**src/rtl/lock_pkg.sv**
```systemverilog
// Shared types for the combination lock core: state encoding and LED decode masks.
// Each mask holds one bit per state code, so bit N lights the LED in state N.
package lock_pkg;

   typedef enum logic [2:0] {
      ST_IDLE     = 3'd0,
      ST_ENTRY    = 3'd1,
      ST_UNLOCKED = 3'd2,
      ST_ERROR    = 3'd3,
      ST_LOCKOUT  = 3'd4,
      ST_PROGRAM  = 3'd5
   } state_t;

   localparam logic [7:0] LOCKED_MASK   = 8'b0001_1011;
   localparam logic [7:0] UNLOCKED_MASK = 8'b0010_0100;
   localparam logic [7:0] ERROR_MASK    = 8'b0000_1000;
   localparam logic [7:0] LOCKOUT_MASK  = 8'b0001_0000;

endpackage

```
**src/rtl/lock_btn_edge.sv**
```systemverilog
// Rising-edge detector for an already-synchronised button level.
// A single history flop means a held button yields exactly one event.
module lock_btn_edge (
   input  logic clk,
   input  logic reset,
   input  logic btn,
   output logic evt
);

   logic btn_q;

   always_ff @(posedge clk) begin
      if (reset) btn_q <= 1'b0;
      else       btn_q <= btn;
   end

   assign evt = btn & ~btn_q;

endmodule

```
**src/rtl/lock_core_param.sv**
```systemverilog
// Parametrised digit-entry combination lock: code check, failure lockout,
// entry timeout and reprogramming, with one shared duration counter.
module lock_core_param
   import lock_pkg::*;
#(
   parameter int DIGIT_W        = 4,
   parameter int CODE_LEN       = 4,
   parameter logic [CODE_LEN*DIGIT_W-1:0] DEFAULT_CODE = 16'h1234,
   parameter int MAX_FAIL       = 3,
   parameter int ERR_CYCLES     = 8,
   parameter int LOCKOUT_CYCLES = 1024,
   parameter int ENTRY_TIMEOUT  = 4096
) (
   input  logic                            clk,
   input  logic                            reset,
   input  logic [DIGIT_W-1:0]              in_digit,
   input  logic                            enter_btn,
   input  logic                            relock_btn,
   input  logic                            prog_btn,
   output logic                            locked_led,
   output logic                            unlocked_led,
   output logic                            error_led,
   output logic                            lockout_led,
   output logic [2:0]                      state_leds,
   output logic [$clog2(MAX_FAIL+1)-1:0]   fail_count
);

   localparam int CODE_W  = CODE_LEN * DIGIT_W;
   localparam int FAIL_W  = $clog2(MAX_FAIL + 1);
   localparam int IDX_W   = $clog2(CODE_LEN + 1);
   localparam int CNT_MAX = (ERR_CYCLES > LOCKOUT_CYCLES)
                            ? ((ERR_CYCLES > ENTRY_TIMEOUT) ? ERR_CYCLES : ENTRY_TIMEOUT)
                            : ((LOCKOUT_CYCLES > ENTRY_TIMEOUT) ? LOCKOUT_CYCLES : ENTRY_TIMEOUT);
   localparam int CNT_W   = $clog2(CNT_MAX + 1);

   localparam logic [CNT_W-1:0]  ERR_LAST  = CNT_W'(ERR_CYCLES - 1);
   localparam logic [CNT_W-1:0]  LOCK_LAST = CNT_W'(LOCKOUT_CYCLES - 1);
   localparam logic [CNT_W-1:0]  TO_LAST   = CNT_W'(ENTRY_TIMEOUT - 1);
   localparam logic [IDX_W-1:0]  IDX_LAST  = IDX_W'(CODE_LEN - 1);
   localparam logic [FAIL_W-1:0] FAIL_MAX  = FAIL_W'(MAX_FAIL);

   logic enter_evt, relock_evt, prog_evt;

   lock_btn_edge u_enter_edge  (.clk(clk), .reset(reset), .btn(enter_btn),  .evt(enter_evt));
   lock_btn_edge u_relock_edge (.clk(clk), .reset(reset), .btn(relock_btn), .evt(relock_evt));
   lock_btn_edge u_prog_edge   (.clk(clk), .reset(reset), .btn(prog_btn),   .evt(prog_evt));

   state_t              state_q, state_n;
   logic [CNT_W-1:0]    cnt_q, cnt_n;
   logic [IDX_W-1:0]    idx_q, idx_n;
   logic                flag_q, flag_n;
   logic [FAIL_W-1:0]   fail_q, fail_n;
   logic [CODE_W-1:0]   shadow_q, shadow_n;
   logic [CODE_W-1:0]   code_q, code_n;

   logic [DIGIT_W-1:0]  cur_digit;
   logic                miss;
   logic [CODE_W-1:0]   shadow_wr;

   always_ff @(posedge clk) begin
      if (reset) begin
         state_q  <= ST_IDLE;
         cnt_q    <= '0;
         idx_q    <= '0;
         flag_q   <= 1'b0;
         fail_q   <= '0;
         shadow_q <= '0;
         code_q   <= DEFAULT_CODE;
      end else begin
         state_q  <= state_n;
         cnt_q    <= cnt_n;
         idx_q    <= idx_n;
         flag_q   <= flag_n;
         fail_q   <= fail_n;
         shadow_q <= shadow_n;
         code_q   <= code_n;
      end
   end

   always_comb begin
      state_n  = state_q;
      cnt_n    = cnt_q;
      idx_n    = idx_q;
      flag_n   = flag_q;
      fail_n   = fail_q;
      shadow_n = shadow_q;
      code_n   = code_q;

      // Digit 0 is the most-significant digit of the code word.
      cur_digit = code_q[(CODE_LEN - 1 - int'(idx_q)) * DIGIT_W +: DIGIT_W];
      miss      = flag_q | (in_digit != cur_digit);
      shadow_wr = shadow_q;
      shadow_wr[(CODE_LEN - 1 - int'(idx_q)) * DIGIT_W +: DIGIT_W] = in_digit;

      unique case (state_q)
         // IDLE holds idx = 0, so it shares the digit path with ENTRY.
         ST_IDLE, ST_ENTRY: begin
            if (enter_evt) begin
               cnt_n = '0;
               if (idx_q == IDX_LAST) begin
                  idx_n  = '0;
                  flag_n = 1'b0;
                  if (!miss) begin
                     state_n = ST_UNLOCKED;
                     fail_n  = '0;
                  end else begin
                     state_n = ST_ERROR;
                     fail_n  = (fail_q == FAIL_MAX) ? fail_q : fail_q + FAIL_W'(1);
                  end
               end else begin
                  state_n = ST_ENTRY;
                  idx_n   = idx_q + IDX_W'(1);
                  flag_n  = miss;
               end
            end else if (state_q == ST_ENTRY) begin
               if (cnt_q == TO_LAST) begin
                  state_n = ST_IDLE;
                  cnt_n   = '0;
                  idx_n   = '0;
                  flag_n  = 1'b0;
               end else begin
                  cnt_n = cnt_q + CNT_W'(1);
               end
            end
         end

         ST_ERROR: begin
            if (cnt_q == ERR_LAST) begin
               cnt_n   = '0;
               state_n = (fail_q == FAIL_MAX) ? ST_LOCKOUT : ST_IDLE;
            end else begin
               cnt_n = cnt_q + CNT_W'(1);
            end
         end

         ST_LOCKOUT: begin
            if (cnt_q == LOCK_LAST) begin
               cnt_n   = '0;
               state_n = ST_IDLE;
               fail_n  = '0;
            end else begin
               cnt_n = cnt_q + CNT_W'(1);
            end
         end

         ST_UNLOCKED: begin
            if (relock_evt) begin
               state_n = ST_IDLE;
            end else if (prog_evt) begin
               state_n  = ST_PROGRAM;
               cnt_n    = '0;
               idx_n    = '0;
               shadow_n = '0;
            end
         end

         ST_PROGRAM: begin
            if (relock_evt || (!enter_evt && cnt_q == TO_LAST)) begin
               state_n  = ST_IDLE;
               cnt_n    = '0;
               idx_n    = '0;
               shadow_n = '0;
            end else if (enter_evt) begin
               cnt_n = '0;
               if (idx_q == IDX_LAST) begin
                  code_n   = shadow_wr;
                  state_n  = ST_IDLE;
                  idx_n    = '0;
                  shadow_n = '0;
               end else begin
                  shadow_n = shadow_wr;
                  idx_n    = idx_q + IDX_W'(1);
               end
            end else begin
               cnt_n = cnt_q + CNT_W'(1);
            end
         end

         default: state_n = ST_IDLE;
      endcase
   end

   always_comb begin
      locked_led   = LOCKED_MASK[state_q];
      unlocked_led = UNLOCKED_MASK[state_q];
      error_led    = ERROR_MASK[state_q];
      lockout_led  = LOCKOUT_MASK[state_q];
      state_leds   = state_q;
      fail_count   = fail_q;
   end

endmodule

```
**config.mk**
```make
export PLATFORM = sky130hd
export DESIGN_NAME = lock_core_param
export DESIGN_NICKNAME = d
export VERILOG_FILES = /design/src/rtl/lock_pkg.sv /design/src/rtl/lock_btn_edge.sv /design/src/rtl/lock_core_param.sv
export SDC_FILE = /design/constraint.sdc
export NUM_CORES = 1
export LEC_CHECK = 0
export CORE_UTILIZATION = 55
export CTS_CLUSTER_SIZE = 24
export DETAILED_ROUTE_END_ITERATION = 7
export PLACE_DENSITY = 0.71
export SYNTH_ARGS = -nofsm -noshare
export SYNTH_HDL_FRONTEND = slang
export SYNTH_SLANG_ARGS = --single-unit
```
**constraint.sdc**
```tcl
create_clock -name clk -period 7.6 [get_ports clk]
set_clock_uncertainty 0.2 [all_clocks]
set_input_delay 1.52 -clock clk [delete_from_list [all_inputs] [get_ports clk]]
set_output_delay 1.52 -clock clk [all_outputs]
set_load 0.02 [all_outputs]
```
== Yosys cells after proc, flatten, opt, wreduce, memory -nomap -nowiden ==
Memory sizes are Yosys's and may differ from the RTL's. A register that Yosys moved wholly into a read port is not among the register bits.
Cells that the tools add are included.

* Flip-flop bits (word level): 57
* ROM bits: 32
* Memories: 4
* Word-level logic and storage cells: 132

* Shifts and indexed selects: 3
* Bitwise gates (word level): 8
* Multiplexer cells: 60
* $lt $le $gt $ge: 1
* Equal/unequal tests: 23
* Reduce and logical (&&, ||, !) cells: 18
* Add/sub/neg operators: 5

{| class="wikitable"
|+ Memory list
! memory !! words !! bits a word !! rd ports !! clocked after memory_dff !! write ports !! RTL line !! text
|-
| (name not given) || 8 || 1 || 1 || 1 || 0 || lock_core_param.sv:187 || <nowiki>lockout_led = LOCKOUT_MASK[state_q];</nowiki>
|-
| (name not given) || 8 || 1 || 1 || 1 || 0 || lock_core_param.sv:186 || <nowiki>error_led = ERROR_MASK[state_q];</nowiki>
|-
| (name not given) || 8 || 1 || 1 || 1 || 0 || lock_core_param.sv:185 || <nowiki>unlocked_led = UNLOCKED_MASK[state_q];</nowiki>
|-
| (name not given) || 8 || 1 || 1 || 1 || 0 || lock_core_param.sv:184 || <nowiki>locked_led = LOCKED_MASK[state_q];</nowiki>
|}

{| class="wikitable"
|+ Operators with widths
! cell !! count
|-
| 13-bit two-way mux || 9
|-
| 16-bit two-way mux || 5
|-
| 3-bit two-way mux || 26
|-
| 13-bit case mux with 5 select lines || 1
|-
| 6-bit negator with 33-bit output || 1
|-
| 4-bit by 33-bit variable shift with 16-bit output (first input constant) || 1
|-
| 4-bit by 33-bit variable part select with 16-bit output || 1
|-
| 16-bit case mux with 2 select lines || 1
|-
| 3-bit inequality test (second input constant) || 6
|-
| 16-bit bitwise mux || 1
|-
| 16-bit by 6-bit variable part select with 4-bit output || 1
|-
| 3-bit case mux with 5 select lines || 1
|-
| 13-bit by 1-bit adder with 13-bit output (second input constant) || 1
|-
| 13-bit by 10-bit == test with 1-bit output (second input constant) || 1
|-
| 13-bit by 12-bit == test with 1-bit output (second input constant) || 1
|-
| 13-bit by 3-bit == test with 1-bit output (second input constant) || 1
|-
| 2-bit inequality test (second input constant) || 6
|-
| 4-bit AND reduction || 3
|-
| 2-bit two-way mux || 5
|-
| 3-bit by 2-bit == test with 1-bit output (second input constant) || 3
|-
| 1-bit two-way mux || 9
|-
| 3-bit case mux with 3 select lines || 1
|-
| 2-bit nonzero test || 4
|-
| 7-bit AND reduction || 1
|-
| other kinds (22) || 28
|}

== Logic depth before layout (Yosys ltp) ==
* Word-level depth: 10
* Depth in mapped cells: 12
* Mapped depth without buffers: 11

== Modules after synthesis ==
Synthesis repeated with hierarchy kept, for this count alone.

* Cell total of the unflattened synthesis: 409
* Area total of the unflattened synthesis: 3392.0 um^2

{| class="wikitable"
|+ Modules (own cells, without submodules)
! module !! instances !! area an instance (um^2) !! cells each
|-
| lock_core_param || 1 || 3249.4 || 400
|-
| lock_btn_edge || 3 || 47.5 || 3
|}

== Least setup slack after synthesis ==
Ideal clock, no wire load.

* Path type: in2reg
* Start: input relock_btn
* End: register shadow_q[14]
* Arrival time: 3.140 ns
* Library setup time: 0.065 ns
* Cell stages on the path: 9
* Path buffers: 2
* Data required time: 7.335 ns
* Slack: 4.195 ns
* Cells stage by stage: nor2b_1 -> or3_1 -> clkbuf_2 -> a211o_1 -> or2_1 -> clkbuf_1 -> nor2_1 -> a22oi_1 -> nor2_1

* Word-level cells in the longest chain between the ends: 4
* Elaborated cells between the ends (all ways): 7
* Classes of those cells: 2 x eq/ne; 2 x mux; 1 x bitwise; 2 x reduce/logical

{| class="wikitable"
|+ Ends and longest elaborated chain
! element !! RTL line !! text
|-
| start, declared || lock_core_param.sv:18 || <nowiki>input logic relock_btn,</nowiki>
|-
| 1-bit AND (*) || lock_btn_edge.sv:17 || <nowiki>assign evt = btn & ~btn_q;</nowiki>
|-
| 1-bit logical OR || lock_core_param.sv:158 || <nowiki>if (relock_evt || (!enter_evt && cnt_q == TO_LAST)) begin</nowiki>
|-
| 3-bit inequality test (no source line) / 16-bit two-way mux (equally long branches) || n/a ||
|-
| 4-bit AND reduction (no source line) / 16-bit case mux with 2 select lines (equally long branches) || n/a ||
|-
| end signal, assigned || lock_core_param.sv:75 || <nowiki>shadow_q <= shadow_n;</nowiki>
|-
| end, declared || lock_core_param.sv:53 || <nowiki>logic [CODE_W-1:0] shadow_q, shadow_n;</nowiki>
|}

Mark *: on every way between the ends. The rest lies on a longest branch, timed or not.
A chain may end at the register's enable or synchronous reset.

== Worst setup path after layout ==
* Start: input relock_btn
* End: register code_q[11]

* Word-level cells in the longest chain between the ends: 4

{| class="wikitable"
|+ Ends and longest elaborated chain
! element !! RTL line !! text
|-
| 1-bit AND || lock_btn_edge.sv:17 ||
|-
| 1-bit logical OR || lock_core_param.sv:158 ||
|-
| 1-bit NOT (no source line) || n/a ||
|-
| 4-bit AND reduction (no source line) || n/a ||
|-
| end signal, assigned || lock_core_param.sv:76 || <nowiki>code_q <= code_n;</nowiki>
|-
| end, declared || lock_core_param.sv:54 || <nowiki>logic [CODE_W-1:0] code_q, code_n;</nowiki>
|}

No other way between the ends.

==> results.ini <==
[global_routing]
grt_max_degree=46
grt_usage_pct=25.2
grt_pass1_vias=2434
grt_antenna_before_repair=0
grt_first_pass_wirelength_um=12000
overflow=0

[synthesis]
ys.flop_type=dfxtp_1
synth_top_area_share_pct=36.8
syn_area_per_cell_um2=8.34
synth_top_cell_by_area=dfxtp_1
ys_warn_count=0
synth_area_leaders=dfxtp_1 (37%), nor2_1 (8.1%), ha_1 (4.1%)
async_flop_share_pct=0
synth-adder-area-share_pct=4.14
seq_area_frac_synth_pct=36.8
synth_top_family_by_area=simple AND/OR/NAND/NOR gates
synthDistinctLibCells=55
synth-compound-area-share_pct=18.6
netlist_area_mm2=0.00332
syn-instance-count=398
synth.most_common_cell=nor2_1
yosys-top-cells-count=nor2_1 (72), dfxtp_1 (61), a21oi_1 (26)
synth_simple_gate_area_share_pct=26.5
synth-edff-count=0
syn_nets=418
synth_seq_cells=61
muxShareOfSynthArea_pct=7.31
yosys.area_share.xor_xnor_pct=2.90

[layout]
multiInputGateArea_mm2=0.00198
area_growth_syn_to_layout_pct=11.8
final_area_mm2=0.00371
n_antenna_cell=0
drive_gt1_share_pct=8.23
seq_area_mm2=0.00122
nets=428
fillCellCount=489

[timing]
max_freq_ghz=0.264
worst_pin_slew_ps=1080
tns_ps=0
fin_crit_ps=3780
post-route-period-util_pct=49.8
slew_viol_final=0
slew_headroom_pct=27.6
rsz0062_at_grt=false
setup_viol=0
finalHoldViolCount=0

[setup_path]
crit_path_top_delay_cell=nor4_4
crit_chain=clkdlybuf4s50_1 -> nor2b_1 -> or3_1 -> nor4_4 -> nor2_1 -> a311oi_1
worst_ep_arrival_time_ps=3840
path_class=input pin to register
crit_family=simple AND/OR/NAND/NOR gates
cp.required_ps=7660
cpPeakStageDelay_ps=850
crit_fanout=23
critPathCaptureType=register
start_kind=input pin
path_buf_inv=1

[routing]
wl_met3_um=346
wirelength_um=7450
post_drt_via_cell_ratio=6.00
wl_met2_um=3030
vias=2908
ant_nets=0
drc=0
wl_per_cell_um=15.4
wl_met1_um=3930
drt_iter0_drc=155
dr.pass1.iters=5
topRoutingLayerUsed=met4

[place]
gp_congestion=0.935
placed_area_mm2=0.00352
hpwl_um=5200
io_buffers=17

[clock_network]
clockBufferDepth=2
postCtsSetupRepairBufs=0
cts_resized=0
cts-root-buf=clkbuf_8
cts.sinks=61
cts_made_buffers=9
clk_latency_ps=340
clkTransAtPathRegs_ps=70
hold_buffers=0
cts.htree.levels=3
tritoncts=yes

[status]
status=finished clean

[die]
die_w_um=79.7
dieArea_mm2=0.00635
rows=27
start_util_pct=58.5
io_pins=18
core_area_mm2=0.00568
die_y_um=79.7

[min_path]
hold_path.class=register to register

[flow_run]
cap_violations=0

[power_and_ir_drop]
peakVddDrop_mv=0.145
power-per-cell-area_mw_per_mm2=180
leakage_nw=1.36

[where the power goes]
part	switching, mW	internal (mW)
logic	0.0339	0.0208
registers	0.00446	0.322
clock network	0.126	0.159
total	0.164	0.503
[layout make-up]
type / instances / area share [%]
multi-input cells: 306 / 53.4
flip-flops and latches: 61 / 32.9
repair buffers: 19 / 4.99
clock buffers: 12 / 3.91
well taps: 72 / 2.43
clock inverters: 4 / 1.28
inverters: 11 / 1.11
[registers in the layout, indices dropped and copies added (netlist names)]
name,count
cnt_q,13
unlocked_led,1
shadow_q,16
u_relock_edge.btn_q,1
state_leds,3
lockout_led,1
flag_q,1
idx_q,3
u_prog_edge.btn_q,1
error_led,1
code_q,16
locked_led,1
u_enter_edge.btn_q,1
fail_count,2
[tightest hold or removal path, delay by kind of cell, from the launching register on]
| kind | cells | cell delay [ps] |
|---|---|---|
| AOI/OAI and AO/OA | 1 | 50 |
| and+or+nand+nor | 1 | 60 |
| DFF | 1 | 320 |
[metal layers]
metal / track usage [%] / vias to the layer above
met1: 38.1 / 1373
met2: 33.4 / 64
met4: 12.9 / 0
met5: 0 / -
met3: 4.34 / 12
li1: - / 1459
[through the flow]
step	util (%)	std cells	hold slack (ps)	setup slack (ps)	total power, mW
finish	65.4	485	273	3820	0.667
global route	65.4	485	312	3610	0.691
CTS	65.4	485	275	3810	0.670
detailed placement	62.0	469	267	3470	0.388
global placement	62.0	469	264	3560	0.388
floorplan	-	398	249	4190	0.373
[worst paths after layout]
path | cells after the start | end | startpoint | slack (ps)
min | 2 | cnt_q[1] | cnt_q[1] | 270
min reg2reg | 2 | cnt_q[1] | cnt_q[1] | 270
max reg2reg | 8 | shadow_q[14] | idx_q[0] | 4130
max | 6 | code_q[11] | relock_btn | 3820
[cell families after synthesis]
group           count (synthesis)
compound gates                 91
xor+xnor                       11
mux                            18
simple gates                  175
flops                          61
buf+inv                        31
fa+ha+maj                      11
[layout by cell type (no fill, tap or decap), drive strengths merged, types with 4 or more instances in the layout]
master,n
inv,11
or2,5
dfxtp,61
nand4,4
nor4,4
a21oi,26
nor2,73
nand2,25
clkbuf,12
nand3,14
a211oi,14
xor2,6
xnor2,5
clkdlybuf4s50,17
nor3,15
a22oi,11
ha,11
nor2b,8
mux2i,14
nand2b,8
o21ai,18
nor4b,4
mux4,4
No activity file was read; power rests on OpenSTA's default activity.
==> variant 1 (config.mk and constraints unchanged) <==
Put a register stage on the output `state_leds`. The value now appears one clock later. The other outputs are not delayed to match.
--- a/src/rtl/lock_core_param.sv
+++ b/src/rtl/lock_core_param.sv
@@ -38,6 +38,8 @@
    localparam logic [CNT_W-1:0]  TO_LAST   = CNT_W'(ENTRY_TIMEOUT - 1);
    localparam logic [IDX_W-1:0]  IDX_LAST  = IDX_W'(CODE_LEN - 1);
    localparam logic [FAIL_W-1:0] FAIL_MAX  = FAIL_W'(MAX_FAIL);
+
+   logic [2:0] state_leds_d;
 
    logic enter_evt, relock_evt, prog_evt;
 
@@ -185,8 +187,12 @@
       unlocked_led = UNLOCKED_MASK[state_q];
       error_led    = ERROR_MASK[state_q];
       lockout_led  = LOCKOUT_MASK[state_q];
-      state_leds   = state_q;
+      state_leds_d = state_q;
       fail_count   = fail_q;
+   end
+
+   always_ff @(posedge clk) begin
+      state_leds <= state_leds_d;
    end
 
 endmodule
Check against the original RTL: not equivalent (Yosys sat finds a counterexample within 4 cycles, from zero or initial values and one cycle with reset high).
==> variant 1 against the unedited design <==
Sequential cell count increased by 3. Sequential power increased by 5%. Synthesized area decreased by 0.79%. Fmax increased by 0.61%. Total power decreased by 4.7%. Final area decreased by 1.1%. Register-to-register slack got worse by 30 ps. Global-route usage decreased by 1.5 points. Wire length decreased by 6.0%. Clock power decreased by 13%. Critical path depth increased by 2. Setup slack improved by 23 ps. Critical path type unchanged. Largest power group unchanged.
==> variant 1: results (changes against the unedited design) <==
Route
  – Vias post-DR: 2698 (-7.2%)
  – Met2 routed WL: 3.15 mm (+3.9%)
  – Met1 WL: 3.50 mm (-11%)
  – WL met3: 251 µm (-27%)

Layout
  – Fillers: 453 (-7.4%)
  – Count of multi-input gates: 285 (-6.9%)
  – Final Util: 65.0% (-0.36 points)
  – Buffers outside the clock class: 20 (+1)
  – Footprint of the multi-input gates: 1910 µm² (-3.5%)
  – # nets final: 409 (-4.4%)
  – Proportion of layout cells with a drive suffix above 1: 8.70% (+0.46 points)
  – Signal buf overhead: 5.25% (+0.26 points)

Setup path
  – Crit-path max cell delay: 530 ps (-320 ps)
  – R2r endpoint: code_q[12]
  – Critical path arrival: 3780 ps (-60 ps)
  – Worst r2r path cells: 7 (-1)

Power
  – Seq. pwr: 343 µW (+5%)
  – Pleak: 0.00131 µW (-3.6%)
  – Sw Pwr: 147 µW (-10%)

Place
  – Final Wtd Congestion: 0.916 (-2.0%)
  – Post-DP HPWL: 4.78 mm (-8.0%)
  – Dpl cell area: 3510 µm² (-0.28%)

GRT
  – First-pass GRT wire length: 11.3 mm (-6.2%)
  – Largest net degree at the start of global routing: 50 (+8.7%)
  – Total global-route track usage: 23.7% (-1.5 points)

Status
  – Status: finished, final reports clean

Worst hold path
  – Hold Path Sink: state_leds[0]
  – Hold path startpoint: state_leds_d[0]

Clock tree
  – # clock sinks: 64 (+4.9%)
## variant 1: cell types whose count changed after synthesis, moves of 4 or more
cell     change
o21ai_0     -11
a22oi_1      -6
mux2i_1      +6
nand2_1      -6
nor2_1       -6
a211o_1      +4
a21oi_1      -4
and3_1       +4
or2_2        -4
## variant 1: how the worst max path moves through the flow
stage	to	slack, ps	depth (start not counted)
3_5_place_dp	lockout_led	3510	8
3_3_place_gp	lockout_led	3560	8
4_1_cts	lockout_led	3860	8
6_report	unlocked_led	3840	8
5_1_grt	shadow_q[8]	3700	7
2_1_floorplan	unlocked_led	4230	7
## variant 1: logic make-up after synthesis
group           count (synthesis)  share of synthesized area, %
compound gates                 67                          15.0
buf+inv                        30                          3.49
simple gates                  169                          25.8
mux                            24                          8.85
fa+ha+maj                      11                          4.18
xor+xnor                       14                          3.72
flops                          64                          38.9
==> variant 2 (same settings) <==
Without the edit above. Change the parameter `ENTRY_TIMEOUT` from 4096 to 2048.
--- a/src/rtl/lock_core_param.sv
+++ b/src/rtl/lock_core_param.sv
@@ -9,7 +9,7 @@
    parameter int MAX_FAIL       = 3,
    parameter int ERR_CYCLES     = 8,
    parameter int LOCKOUT_CYCLES = 1024,
-   parameter int ENTRY_TIMEOUT  = 4096
+   parameter int ENTRY_TIMEOUT  = 2048
 ) (
    input  logic                            clk,
    input  logic                            reset,
Check against the original RTL: same outputs for any inputs over 4 cycles, from zero or initial values and one cycle with reset high; that may be too few to reach the edited logic, so the function may still have changed.
==> variant 2 against the unedited design <==
Highest routed layer unchanged. Critical endpoint is now cnt_q[10]. Setup slack lost 170 ps. Cell count grew 4.1%. Combinational power grew 2%. Synthesized cell count grew 4.5%. Final area grew 2.6%. Synthesized area grew 2.6%. Largest power group unchanged. Sequential cell count shrank 1. Register-to-register slack gained 320 ps. Wire length grew 5.2%. Total power grew 3.4%. Critical path type unchanged.
==> variant 2: results (changes against the unedited design) <==
Layout
  – Biggest regs: code_q (16), shadow_q (16), cnt_q (12)
  – Proportion of layout cells with a drive suffix above 1: 7.44% (-0.79 points)
  – # nets final: 447 (+4.4%)
  – Fillers: 535 (+9.4%)

Synthesis
  – Synth Area in Compound Gates: 20.6% (+1.9 points)
  – Synth cell count leaders: nor2_1, dfxtp_1, nand2_1
  – XOR/XNOR Fraction of Synth Area: 1.54% (-1.4 points)
  – Sequential area share after synthesis: 35.2% (-1.5 points)
  – Top cell type's share of synthesized area: 35.2% (-1.5 points)
  – Distinct cells, synth: 60 (+9.1%)
  – Post-synthesis adder-cell area fraction: 4.41% (+0.26 points)

GRT
  – Total global-route track usage: 26.2% (+1.0 points)
  – Met2 usage: 38.7% (+5.3 points)
  – Vias in the first global route: 2732 (+12%)
  – M3 GR Usage: 5.23% (+0.88 points)
  – M1 GR Usage: 36.7% (-1.4 points)

Power
  – Pleak: 0.00134 µW (-1.7%)
  – VDD IR max: 0.141 mV (-2.6%)

Place
  – Post-DP HPWL: 5.43 mm (+4.5%)
  – Final Wtd Congestion: 0.887 (-5.1%)
  – Dpl cell area: 3600 µm² (+2.4%)

Worst hold path
  – Hold path startpoint: code_q[9]
  – Hold path depth: 1 (-1)

Route
  – WL final: 7.83 mm (+5.2%)
  – Drt first pass iters: 4 (-1)
  – Vias/cell: 6.01 (+0.23%)

Status
  – Status: finished, final reports clean

Setup path
  – R2r endpoint: locked_led
  – R2R setup slack: 4450 ps (+320 ps)
-- variant 2: power breakdown --
group,total (µW),internal [µW],switching [µW]
Combinational,55.6,22.1,33.5
Sequential,321,318,3.96
Clock,312,182,131
Total,689,521,168
-- variant 2: layer usage --
layer / vias to the layer above / wire, µm
met4: 0 / 134
met3: 14 / 373
li1: 1529 / -
met2: 67 / 3370
met5: - / 0
met1: 1425 / 3960
-- variant 2: metrics by stage --
| step | setup slack (ps) | hold slack [ps] | utilization (%) | power (µW) | std cells |
|---|---|---|---|---|---|
| 6_report | 3650 | 264 | 63.9 | 689 | 505 |
| 4_1_cts | 3700 | 266 | 63.9 | 691 | 505 |
| 3_5_place_dp | 3350 | 245 | 60.5 | 383 | 490 |
| 3_3_place_gp | 3420 | 241 | 60.5 | 383 | 490 |
| 5_1_grt | 3460 | 286 | 63.9 | 713 | 505 |
| 2_1_floorplan | 4150 | 227 | - | 368 | 416 |
-- variant 2: worst max path at each step --
stage	from	end	slack (ps)
final	relock_btn	cnt_q[10]	3650
after detailed placement	enter_btn	error_led	3350
after global placement	enter_btn	error_led	3420
after global routing	enter_btn	unlocked_led	3460
after floorplan	enter_btn	error_led	4150
after CTS	relock_btn	cnt_q[10]	3700
-- variant 2: cells by family after synthesis --
family	Yosys count
simple gates	189
buf+inv	30
fa+ha+maj	12
mux	19
flops	60
xor+xnor	6
compound gates	100
-- variant 2: final cells by class --
| type | count | share of cell area [%] |
|---|---|---|
| clock buffer | 10 | 3.35 |
| sequential | 60 | 31.5 |
| multi-input combinational | 326 | 54.9 |
| timing repair buffer | 19 | 4.73 |
| inverter | 10 | 0.986 |
| tap | 75 | 2.46 |
| clock inverter | 5 | 2.04 |
-- variant 2: critical path: stages --
cell and delay, ps:
clkdlybuf4s50_1 430, nor2b_1 190, nor2_1 250, o31ai_1 130
a221oi_1 710, nand2b_1 140, or3b_2 480, a21oi_1 160
